--- config.mk ---
export PLATFORM = sky130hd
export DESIGN_NAME = addr_reader_flat
export DESIGN_NICKNAME = d
export VERILOG_FILES = /design/src/rtl/addr_reader_if.sv /design/src/rtl/addr_reader.sv /design/src/flat_wrapper.sv
export SDC_FILE = /design/constraint.sdc
export NUM_CORES = 1
export LEC_CHECK = 0
export ABC_AREA = 1
export CAP_MARGIN = 25
export CORE_ASPECT_RATIO = 1.2
export CORE_UTILIZATION = 51
export DETAILED_ROUTE_END_ITERATION = 10
export GPL_ROUTABILITY_DRIVEN = 0
export GPL_TIMING_DRIVEN = 0
export MAX_ROUTING_LAYER = met4
export PLACE_DENSITY = 0.76
export SLEW_MARGIN = 20
export SYNTH_ARGS = -nofsm -noshare
export SYNTH_HDL_FRONTEND = slang
export SYNTH_SLANG_ARGS = --single-unit
--- constraint.sdc ---
create_clock -name clk -period 2.4 [get_ports clk]
set_input_delay 0.48 -clock clk [delete_from_list [all_inputs] [get_ports clk]]
set_output_delay 0.48 -clock clk [all_outputs]
set_load 0.005 [all_outputs]
--- src/rtl/addr_reader_if.sv ---
// addr_reader_if: line control, SDRAM read and pixel stream signals of addr_reader.
// Carries the underrun flag when ADDR_READER_UNDERRUN_EN is defined.
interface addr_reader_if #(
  parameter int HADDR_WIDTH = 20,
  parameter int DATA_WIDTH = 16
);
  logic line_start;
  logic [9:0] line_y;
  logic [9:0] offset;
  logic busy;
  logic line_done;
  logic rd_req;
  logic [HADDR_WIDTH-1:0] rd_addr;
  logic rd_ack;
  logic rd_valid;
  logic [DATA_WIDTH-1:0] rd_data;
  logic pix_valid;
  logic [DATA_WIDTH-1:0] pix_data;
  logic pix_ready;
`ifdef ADDR_READER_UNDERRUN_EN
  logic underrun;
  modport master (
    input line_start, line_y, offset, rd_ack, rd_valid, rd_data, pix_ready,
    output busy, line_done, rd_req, rd_addr, pix_valid, pix_data, underrun
  );
  modport slave (
    output line_start, line_y, offset, rd_ack, rd_valid, rd_data, pix_ready,
    input busy, line_done, rd_req, rd_addr, pix_valid, pix_data, underrun
  );
`else
  modport master (
    input line_start, line_y, offset, rd_ack, rd_valid, rd_data, pix_ready,
    output busy, line_done, rd_req, rd_addr, pix_valid, pix_data
  );
  modport slave (
    output line_start, line_y, offset, rd_ack, rd_valid, rd_data, pix_ready,
    input busy, line_done, rd_req, rd_addr, pix_valid, pix_data
  );
`endif
endinterface

--- src/rtl/addr_reader.sv ---
// addr_reader: fetches one scanline of pixel words from SDRAM into a return FIFO for VGA scanout.
// Defining ADDR_READER_UNDERRUN_EN adds a sticky underrun flag.
module addr_reader #(
  parameter int ROW_WIDTH = 9,
  parameter int COL_WIDTH = 9,
  parameter int BANK_WIDTH = 2,
  parameter int BANK = 1,
  parameter int HADDR_WIDTH = BANK_WIDTH + ROW_WIDTH + COL_WIDTH,
  parameter int DATA_WIDTH = 16,
  parameter int WORDS_PER_LINE = 320,
  parameter int FIFO_DEPTH = 8
) (
  input logic clk,
  input logic rst,
  addr_reader_if.master bus
);
  localparam int CW = $clog2(WORDS_PER_LINE + 1);
  localparam int OW = $clog2(FIFO_DEPTH + 1);
  localparam int AW = $clog2(FIFO_DEPTH);
  typedef enum logic [1:0] {IDLE, ISSUE, DRAIN} state_t;
  state_t state;
  logic [ROW_WIDTH-1:0] row, row_sum;
  logic [CW-1:0] col;
  logic [OW-1:0] outstanding, outstanding_next, count;
  logic [AW-1:0] wp, rp;
  logic [DATA_WIDTH-1:0] mem [FIFO_DEPTH];
  logic start, credit, req, ack, push, pop, busy, line_done;
  assign row_sum = ROW_WIDTH'(bus.line_y + bus.offset);
  assign start = state == IDLE && bus.line_start;
  // in-flight words count against FIFO space so a return can never find the FIFO full
  assign credit = {1'b0, count} + {1'b0, outstanding} < (OW + 1)'(FIFO_DEPTH);
  assign req = state == ISSUE && credit;
  assign ack = req && bus.rd_ack;
  assign push = bus.rd_valid && outstanding != '0;
  assign pop = count != '0 && bus.pix_ready;
  assign outstanding_next = outstanding + OW'(ack) - OW'(push);
  assign bus.rd_req = req;
  assign bus.rd_addr = req ? HADDR_WIDTH'({BANK_WIDTH'(BANK), row, COL_WIDTH'(col)}) : '0;
  assign bus.pix_valid = count != '0;
  assign bus.pix_data = count != '0 ? mem[rp] : '0;
  assign bus.busy = busy;
  assign bus.line_done = line_done;
  always_ff @(posedge clk) if (push) mem[wp] <= bus.rd_data;
  always_ff @(posedge clk) begin
    if (rst) begin
      state <= IDLE;
      row <= '0;
      col <= '0;
      outstanding <= '0;
      count <= '0;
      wp <= '0;
      rp <= '0;
      busy <= 1'b0;
      line_done <= 1'b0;
    end else begin
      outstanding <= outstanding_next;
      count <= count + OW'(push) - OW'(pop);
      wp <= wp + AW'(push);
      rp <= rp + AW'(pop);
      line_done <= 1'b0;
      case (state)
        IDLE: if (start) begin
          row <= row_sum;
          col <= '0;
          busy <= 1'b1;
          state <= ISSUE;
        end
        ISSUE: if (ack) begin
          col <= col + CW'(1);
          if (col == CW'(WORDS_PER_LINE - 1)) state <= DRAIN;
        end
        DRAIN: if (outstanding_next == '0) begin
          state <= IDLE;
          busy <= 1'b0;
          line_done <= 1'b1;
        end
        default: state <= IDLE;
      endcase
    end
  end
`ifdef ADDR_READER_UNDERRUN_EN
  logic underrun;
  assign bus.underrun = underrun;
  always_ff @(posedge clk)
    underrun <= rst || start ? 1'b0 : underrun || (busy && bus.pix_ready && count == '0);
`endif
endmodule
--- src/flat_wrapper.sv ---
// flat-port wrapper written by rule: the top's interface ports become plain ports
module addr_reader_flat 
#(
  parameter int ROW_WIDTH = 9,
  parameter int COL_WIDTH = 9,
  parameter int BANK_WIDTH = 2,
  parameter int BANK = 1,
  parameter int HADDR_WIDTH = BANK_WIDTH + ROW_WIDTH + COL_WIDTH,
  parameter int DATA_WIDTH = 16,
  parameter int WORDS_PER_LINE = 320,
  parameter int FIFO_DEPTH = 8
)
  (clk, rst, bus_line_start, bus_line_y, bus_offset, bus_rd_ack, bus_rd_valid, bus_rd_data, bus_pix_ready, bus_busy, bus_line_done, bus_rd_req, bus_rd_addr, bus_pix_valid, bus_pix_data);
  addr_reader_if #(.HADDR_WIDTH(HADDR_WIDTH), .DATA_WIDTH(DATA_WIDTH)) bus_i ();
  input logic clk;
  input logic rst;
  input wire logic [$bits(bus_i.line_start)-1:0] bus_line_start;
  input wire logic [$bits(bus_i.line_y)-1:0] bus_line_y;
  input wire logic [$bits(bus_i.offset)-1:0] bus_offset;
  input wire logic [$bits(bus_i.rd_ack)-1:0] bus_rd_ack;
  input wire logic [$bits(bus_i.rd_valid)-1:0] bus_rd_valid;
  input wire logic [$bits(bus_i.rd_data)-1:0] bus_rd_data;
  input wire logic [$bits(bus_i.pix_ready)-1:0] bus_pix_ready;
  output wire logic [$bits(bus_i.busy)-1:0] bus_busy;
  output wire logic [$bits(bus_i.line_done)-1:0] bus_line_done;
  output wire logic [$bits(bus_i.rd_req)-1:0] bus_rd_req;
  output wire logic [$bits(bus_i.rd_addr)-1:0] bus_rd_addr;
  output wire logic [$bits(bus_i.pix_valid)-1:0] bus_pix_valid;
  output wire logic [$bits(bus_i.pix_data)-1:0] bus_pix_data;
  assign bus_i.line_start = bus_line_start;
  assign bus_i.line_y = bus_line_y;
  assign bus_i.offset = bus_offset;
  assign bus_i.rd_ack = bus_rd_ack;
  assign bus_i.rd_valid = bus_rd_valid;
  assign bus_i.rd_data = bus_rd_data;
  assign bus_i.pix_ready = bus_pix_ready;
  assign bus_busy = bus_i.busy;
  assign bus_line_done = bus_i.line_done;
  assign bus_rd_req = bus_i.rd_req;
  assign bus_rd_addr = bus_i.rd_addr;
  assign bus_pix_valid = bus_i.pix_valid;
  assign bus_pix_data = bus_i.pix_data;
  addr_reader #(.ROW_WIDTH(ROW_WIDTH), .COL_WIDTH(COL_WIDTH), .BANK_WIDTH(BANK_WIDTH), .BANK(BANK), .HADDR_WIDTH(HADDR_WIDTH), .DATA_WIDTH(DATA_WIDTH), .WORDS_PER_LINE(WORDS_PER_LINE), .FIFO_DEPTH(FIFO_DEPTH)) u_core (.clk(clk), .rst(rst), .bus(bus_i));
endmodule
== Word level (Yosys, flattened, before mapping) ==
Memory sizes are Yosys's and may differ from the RTL's. A register that Yosys moved wholly into a read port is not among the register bits.
Index checks and enable logic that the tools add are counted.

* Add/subtract/negate cells: 9
* Multipliers: 0
* Divide/modulo/power cells: 0
* $lt $le $gt $ge: 1
* Equality and inequality tests: 7
* Shift-type cells: 0
* Multiplexer cells: 17
* Bitwise logic cells: 1
* Reduce and logical (&&, ||, !) cells: 16

{| class="wikitable"
|+ Operators by type and width
! kind !! number
|-
| two-way mux 19 bit || 1
|-
| two-way mux 9 bit || 2
|-
| one-hot mux 9 bit (2 select lines) || 1
|-
| two-way mux 16 bit || 1
|-
| adder 9 x 1 -> 9 bit, second input constant || 1
|-
| adder 9 bit || 1
|-
| equality test 9 bit, second input constant || 1
|-
| adder 4 x 1 -> 4 bit || 2
|-
| two-way mux 2 bit || 4
|-
| nonzero test 4 bit || 2
|-
| subtractor 4 x 1 -> 4 bit || 2
|-
| adder 3 x 1 -> 3 bit || 2
|-
| inequality test 2 x 1 -> 1 bit, second input constant || 3
|-
| one-hot mux 2 bit (3 select lines) || 1
|-
| AND reduction 3 bit || 2
|-
| adder 4 x 4 -> 5 bit || 1
|-
| logical AND 1 bit || 5
|-
| < comparator 5 x 4 -> 1 bit, second input constant || 1
|-
| two-way mux 1 bit || 5
|-
| logical NOT 4 bit || 1
|-
| AND reduction 4 bit || 1
|-
| nonzero test 2 bit || 2
|-
| two-way mux 3 bit || 1
|-
| equality test 2 x 1 -> 1 bit, second input constant || 1
|-
| other kinds (7) || 7
|}

* Register bits: 36
* Bits in latches: 0
* Bits in writable memories: 128
* Bits in read-only memories: 0
* Input port bits: 42
* Output and inout bits: 40
* Logic and storage cells: 61
* Memories kept: 1

{| class="wikitable"
|+ Memory list
! memory !! depth !! bits a word !! read ports !! clocked after memory_dff !! wr ports !! line !! text
|-
| u_core.mem || 8 || 16 || 1 || 1 || 1 || addr_reader.sv:26 || <nowiki>logic [DATA_WIDTH-1:0] mem [FIFO_DEPTH];</nowiki>
|}

== Depth between registers and ports, before layout ==
* Depth after elaboration: 9
* Gate-level depth with buffers: 18
* Mapped depth without buffers: 18

== Least setup slack after synthesis ==
Ideal clock, no wire load.

* Path type: reg2reg
* From: register u_core.outstanding[2]
* To: register u_core.busy (netlist: u_core.bus.busy)
* Library setup time: 135 ps
* Arrival time: 2,329 ps
* Required time: 2,265 ps
* Setup slack: -65 ps
* Cell stages (with the launch flop): 16
* Path buffers: 0
* Clock period less this slack: 2,465 ps
* Cells stage by stage: dfxtp_1 inv_1 ha_1 a31oi_1 ha_1 inv_1 ha_1 inv_1 fa_1 nand2_1 nor2_1 nand3_1 nand2_1 nand3_1 nand2_1 a21oi_1

* Longest elaborated chain between the ends: 9
* Elaborated cells between the ends (all ways): 11
* Those cells by class: add/sub: 3; order compare: 1; eq/ne: 1; reduce/logical: 6

{| class="wikitable"
|+ RTL lines
! item !! line !! text
|-
| from (decl) || addr_reader.sv:24 || <nowiki>logic [OW-1:0] outstanding, outstanding_next, count;</nowiki>
|-
| from (signal assigned) || addr_reader.sv:56 || <nowiki>outstanding <= outstanding_next;</nowiki>
|-
| adder 4 x 4 -> 5 bit || addr_reader.sv:31 || <nowiki>assign credit = {1'b0, count} + {1'b0, outstanding} < (OW + 1)'(FIFO_DEPTH);</nowiki>
|-
| < comparator 5 x 4 -> 1 bit || addr_reader.sv:31 ||
|-
| logical AND 1 bit || addr_reader.sv:32 || <nowiki>assign req = state == ISSUE && credit;</nowiki>
|-
| logical AND 1 bit || addr_reader.sv:33 || <nowiki>assign ack = req && bus.rd_ack;</nowiki>
|-
| adder 4 x 1 -> 4 bit || addr_reader.sv:36 || <nowiki>assign outstanding_next = outstanding + OW'(ack) - OW'(push);</nowiki>
|-
| subtractor 4 x 1 -> 4 bit * || addr_reader.sv:36 ||
|-
| logical NOT 4 bit * || addr_reader.sv:72 || <nowiki>DRAIN: if (outstanding_next == '0) begin</nowiki>
|-
| inequality test 2 x 1 -> 1 bit (no line) * || n/a ||
|-
| AND reduction 3 bit (no line) * || n/a ||
|-
| to (signal assigned) || addr_reader.sv:53 || <nowiki>busy <= 1'b0;</nowiki>
|-
| to (signal assigned) || addr_reader.sv:65 || <nowiki>busy <= 1'b1;</nowiki>
|-
| to (signal assigned) || addr_reader.sv:74 || <nowiki>busy <= 1'b0;</nowiki>
|-
| to (decl) || addr_reader.sv:27 || <nowiki>logic start, credit, req, ack, push, pop, busy, line_done;</nowiki>
|}

Mark *: on every way between the ends. The rest lies on a longest branch, timed or not.
A chain may end at the register's enable or synchronous reset.

== Worst setup path in the final report ==
* From: register u_core.outstanding[3]
* To: register u_core.busy (netlist: u_core.bus.busy)

The elaborated chain is that of the path after synthesis.

==> PnR_summary.wiki <==
{| class="wikitable"
! Metric !! Value
|-
| Part of the Yosys area used for sequential elements || 61.95%
|-
| Final setup violation count || 6
|-
| Worst EP required || 2.67 ns
|-
| Total negative slack || -0.3520 ns
|-
| Distinct cell type count of the synthesized netlist || 38
|-
| CP Cell Sequence || inv_2 -> ha_4 -> a31oi_4 -> ha_4 -> inv_4 -> ha_4 -> inv_2 -> fa_2 -> nand2_2 -> nor2_2 -> nand3_2 -> nand2_2 -> nand3_1 -> nand2_1 -> a21oi_1
|-
| Failing checks || DRC, setup timing
|-
| Number of fill cells in the layout || 945
|-
| Crit Path Category || reg2reg
|-
| Achievable frequency || 0.3939 GHz
|-
| Number of top-level pins || 82
|-
| CTS tree || done
|-
| Initial antenna violation count || 0
|-
| Worst-case hold slack || 0.4871 ns
|-
| Post-synthesis cell area || 7368 sq um
|-
| Die Width || 111.7 microns
|-
| Remaining global-route overflow || 0
|-
| Sum of buffers and inverters on the critical path || 3
|-
| FF-to-FF Start || u_core.outstanding[3]
|-
| Via count of the first global-routing pass || 5939
|-
| Classification of the worst-slack hold path || reg2reg
|-
| Mean number of vias per cell || 5.687
|-
| TritonCTS Sinks || 164
|-
| Post-synth net total || 778
|-
| Clk slew on worst S/H paths || 0.07 ns
|-
| Synth top area share || 52.17%
|-
| Max rail drop VDD || 0.5019 mV
|-
| Final setup slack of the worst path || -0.1389 ns
|-
| Post-layout utilization of the core || 70.63%
|-
| Starting density of the core || 52.87%
|-
| Worst path slowest cell || sky130_fd_sc_hd__fa_2
|-
| Cell repeated most along the worst path || sky130_fd_sc_hd__ha_4
|-
| Maximum fanout along the worst path || 2
|-
| Row cnt || 47
|-
| Starting DRC count in detailed routing || 478
|-
| Synthesized instance count || 707
|-
| Die Footprint || 14930 sq um
|-
| Tmin final || 2.539 ns
|-
| Setup skew after layout || 0.007867 ns
|-
| Detail Placement HPWL || 12420 microns
|-
| Count of buffers from port buffering || 78
|-
| DRC violation count after routing || 3
|-
| Cell at the root of the clock tree || sky130_fd_sc_hd__clkbuf_16
|-
| Count of yosys warnings during synthesis || 0
|-
| Worst path max stage delay || 0.55 ns
|-
| Static leakage || 3.756 nW
|-
| Count of final max-slew check failures || 0
|-
| Number of H-tree branching levels || 4
|-
| Unrepaired setup endpoints after global routing || true
|-
| Crit path max-delay family || adder cells
|-
| Arrival time at the worst endpoint || 2.81 ns
|-
| Power Density || 1076 nW/um^2
|-
| Cell area reported after detailed placement || 8503 sq um
|-
| Detail-routed net length per standard cell || 19.25 microns
|-
| Total Routing Usage GR || 26.27%
|-
| Yosys reg bits || 164
|-
| Final hold viol count || 0
|-
| Std-Cell Core Area || 13940 sq um
|-
| Portion of the clock cycle consumed by the worst path in the final layout || 105.8%
|-
| Worst slew pin tran || 0.7350 ns
|-
| Count of vias placed by the detailed router || 5823
|-
| Pre-CTS WS || -0.6328 ns
|-
| Type of destination of the critical path || flip-flop
|-
| Fraction of layout cells with a size suffix above 1 || 26.14%
|-
| Detailed Routing Iterations Pass 1 || 10
|-
| Clock buffer count from CTS || 17
|-
| Startpoint type of the worst setup path || flip-flop
|-
| Library cell occupying the most area in the post-synthesis netlist || sky130_fd_sc_hd__edfxtp_1
|-
| Start point of the worst min-delay path || u_core.col[3]
|-
| Layout Area Growth over Synthesis || 33.59%
|-
| Insertion delay of the later-clocked pin in the worst-skew pair || 0.43 ns
|-
| Summed area of non-filler cells in the final layout || 9843 sq um
|-
| Antenna diode instance count || 0
|-
| Beginning of the critical path || u_core.outstanding[3]
|-
| Outcome || finished, violations left
|-
| Wire length of the first global-routing pass || 28710 microns
|-
| Synth top area cells || sky130_fd_sc_hd__edfxtp_1 (52%), sky130_fd_sc_hd__dfxtp_1 (9.8%), sky130_fd_sc_hd__nor2_1 (9.2%), sky130_fd_sc_hd__ha_1 (4.4%), sky130_fd_sc_hd__inv_1 (3.8%)
|-
| Final ANT Viol Nets || 0
|-
| Relative slew slack || 50.95%
|-
| # Max-Cap Violations || 0
|-
| Height of the chip || 133.7 microns
|-
| Max Root-Sink Buffers || 2
|-
| Avg Cell Area, Syn || 10.42 sq um
|-
| Pin count of the biggest net entering global routing || 17
|-
| Final-stage net count || 911
|-
| Final routed wirelength across all metal layers || 19720 microns
|}
## cell usage after synthesis (all sizes together)
master  count
and2        1
or2         1
a21boi      2
nand3b      1
a21oi      29
a31oi       1
nand4       2
ha         26
clkbuf     14
a211oi      2
nand3      23
nor3        4
o32ai      32
o211ai      1
o21ai      61
buf        18
nor2      183
clkinv      2
fa          3
dfxtp      36
nor4        1
inv        75
xor2        5
xnor2       3
nand2      51
edfxtp    128
conb        1
o21bai      1
## metrics by stage
step	std cells	total power [mW]
2_1_floorplan	707	5.427
3_3_place_gp	956	6.578
3_5_place_dp	964	6.790
4_1_cts	1008	9.733
5_1_grt	1024	11.06
6_report	1024	10.59
## routing by layer
metal / vias up / global-route usage [%] / routed length [microns]
met1: 2810 / 25.59 / 6808
met5: - / - / 0
met3: 61 / 4.504 / 1108
li1: 2693 / - / -
met4: 0 / 13.66 / 775
met2: 259 / 49.34 / 11020
## area by class of cell
type	count	area, sq um	area share, %
timing repair buffer	113	1021	10.37
sequential	164	4579	46.52
clock buffer	18	429.2	4.360
timing repair inverter	1	8.758	0.08898
inverter	77	310.3	3.152
multi-input combinational	434	2751	27.95
tap	171	214.0	2.174
clock inverter	14	131.4	1.335
buffer	32	397.9	4.042
## flip-flops by register name (all words and copies together) (netlist names)
signal                count
u_core.col                9
u_core.bus.busy           1
u_core.rp                 3
u_core.outstanding        4
u_core.bus.line_done      1
u_core.state              2
u_core.mem              128
u_core.wp                 3
u_core.count              4
u_core.row                9
## cells by family after synthesis
group | after synthesis | share of synthesized area, %
buffers and inverters | 109 | 6.181
AOI/OAI and AO/OA | 129 | 10.61
adders and majority gates | 29 | 5.230
DFF | 164 | 61.95
and+or+nand+nor | 267 | 15.03
xor gates and xnor gates | 8 | 0.9510
other | 1 | 0.05089
## what timing repair did
action,in CTS,in global routing
hold buffers,0,0
pin swaps,18,33
resized for setup,201,115
endpoints found under the setup margin,40,42
buffers inserted,12,12
cloned,0,4
## final timing paths
kind	end	slack, ns	cells after the start
worst max-delay path	u_core.bus.busy	-0.14	15
worst min-delay path	u_core.col[3]	0.49	2
worst max register to register	u_core.bus.busy	-0.14	15
worst min register to register	u_core.col[3]	0.49	2
## where the power goes
group	switching (mW)	internal, mW
combinational	2.45	2.06
clock	1.14	1.44
sequential	0.149	3.36
total	3.74	6.85
## worst reg2reg max path, cell delays in order (launching register included)
cell,delay [ns]
sky130_fd_sc_hd__dfxtp_2,0.37
sky130_fd_sc_hd__inv_2,0.05
sky130_fd_sc_hd__ha_4,0.16
sky130_fd_sc_hd__a31oi_4,0.22
sky130_fd_sc_hd__ha_4,0.24
sky130_fd_sc_hd__inv_4,0.06
sky130_fd_sc_hd__ha_4,0.13
sky130_fd_sc_hd__inv_2,0.04
sky130_fd_sc_hd__fa_2,0.55
sky130_fd_sc_hd__nand2_2,0.07
sky130_fd_sc_hd__nor2_2,0.10
sky130_fd_sc_hd__nand3_2,0.12
sky130_fd_sc_hd__nand2_2,0.10
sky130_fd_sc_hd__nand3_1,0.07
sky130_fd_sc_hd__nand2_1,0.06
sky130_fd_sc_hd__a21oi_1,0.06
## layout by cell type (no fill, tap or decap), types with 4 or more instances in the layout
cell and instances:
sky130_fd_sc_hd__inv_2 5, sky130_fd_sc_hd__o21ai_0 37, sky130_fd_sc_hd__inv_6 4, sky130_fd_sc_hd__o32ai_1 14
sky130_fd_sc_hd__nand3_1 18, sky130_fd_sc_hd__buf_2 24, sky130_fd_sc_hd__nor2_4 8, sky130_fd_sc_hd__buf_6 23
sky130_fd_sc_hd__ha_1 20, sky130_fd_sc_hd__clkinvlp_4 6, sky130_fd_sc_hd__clkbuf_2 10, sky130_fd_sc_hd__nand2_1 43
sky130_fd_sc_hd__buf_8 7, sky130_fd_sc_hd__clkdlybuf4s50_1 42, sky130_fd_sc_hd__nor2_1 146, sky130_fd_sc_hd__xor2_1 5
sky130_fd_sc_hd__inv_1 68, sky130_fd_sc_hd__ha_4 5, sky130_fd_sc_hd__clkbuf_8 6, sky130_fd_sc_hd__buf_12 6
sky130_fd_sc_hd__edfxtp_1 128, sky130_fd_sc_hd__nor2_2 29, sky130_fd_sc_hd__o32ai_2 18, sky130_fd_sc_hd__clkbuf_16 20
sky130_fd_sc_hd__nand2_2 6, sky130_fd_sc_hd__a21oi_1 29, sky130_fd_sc_hd__buf_4 16, sky130_fd_sc_hd__o21ai_1 23
sky130_fd_sc_hd__dfxtp_1 30
Power figures use the tool's default switching activity.
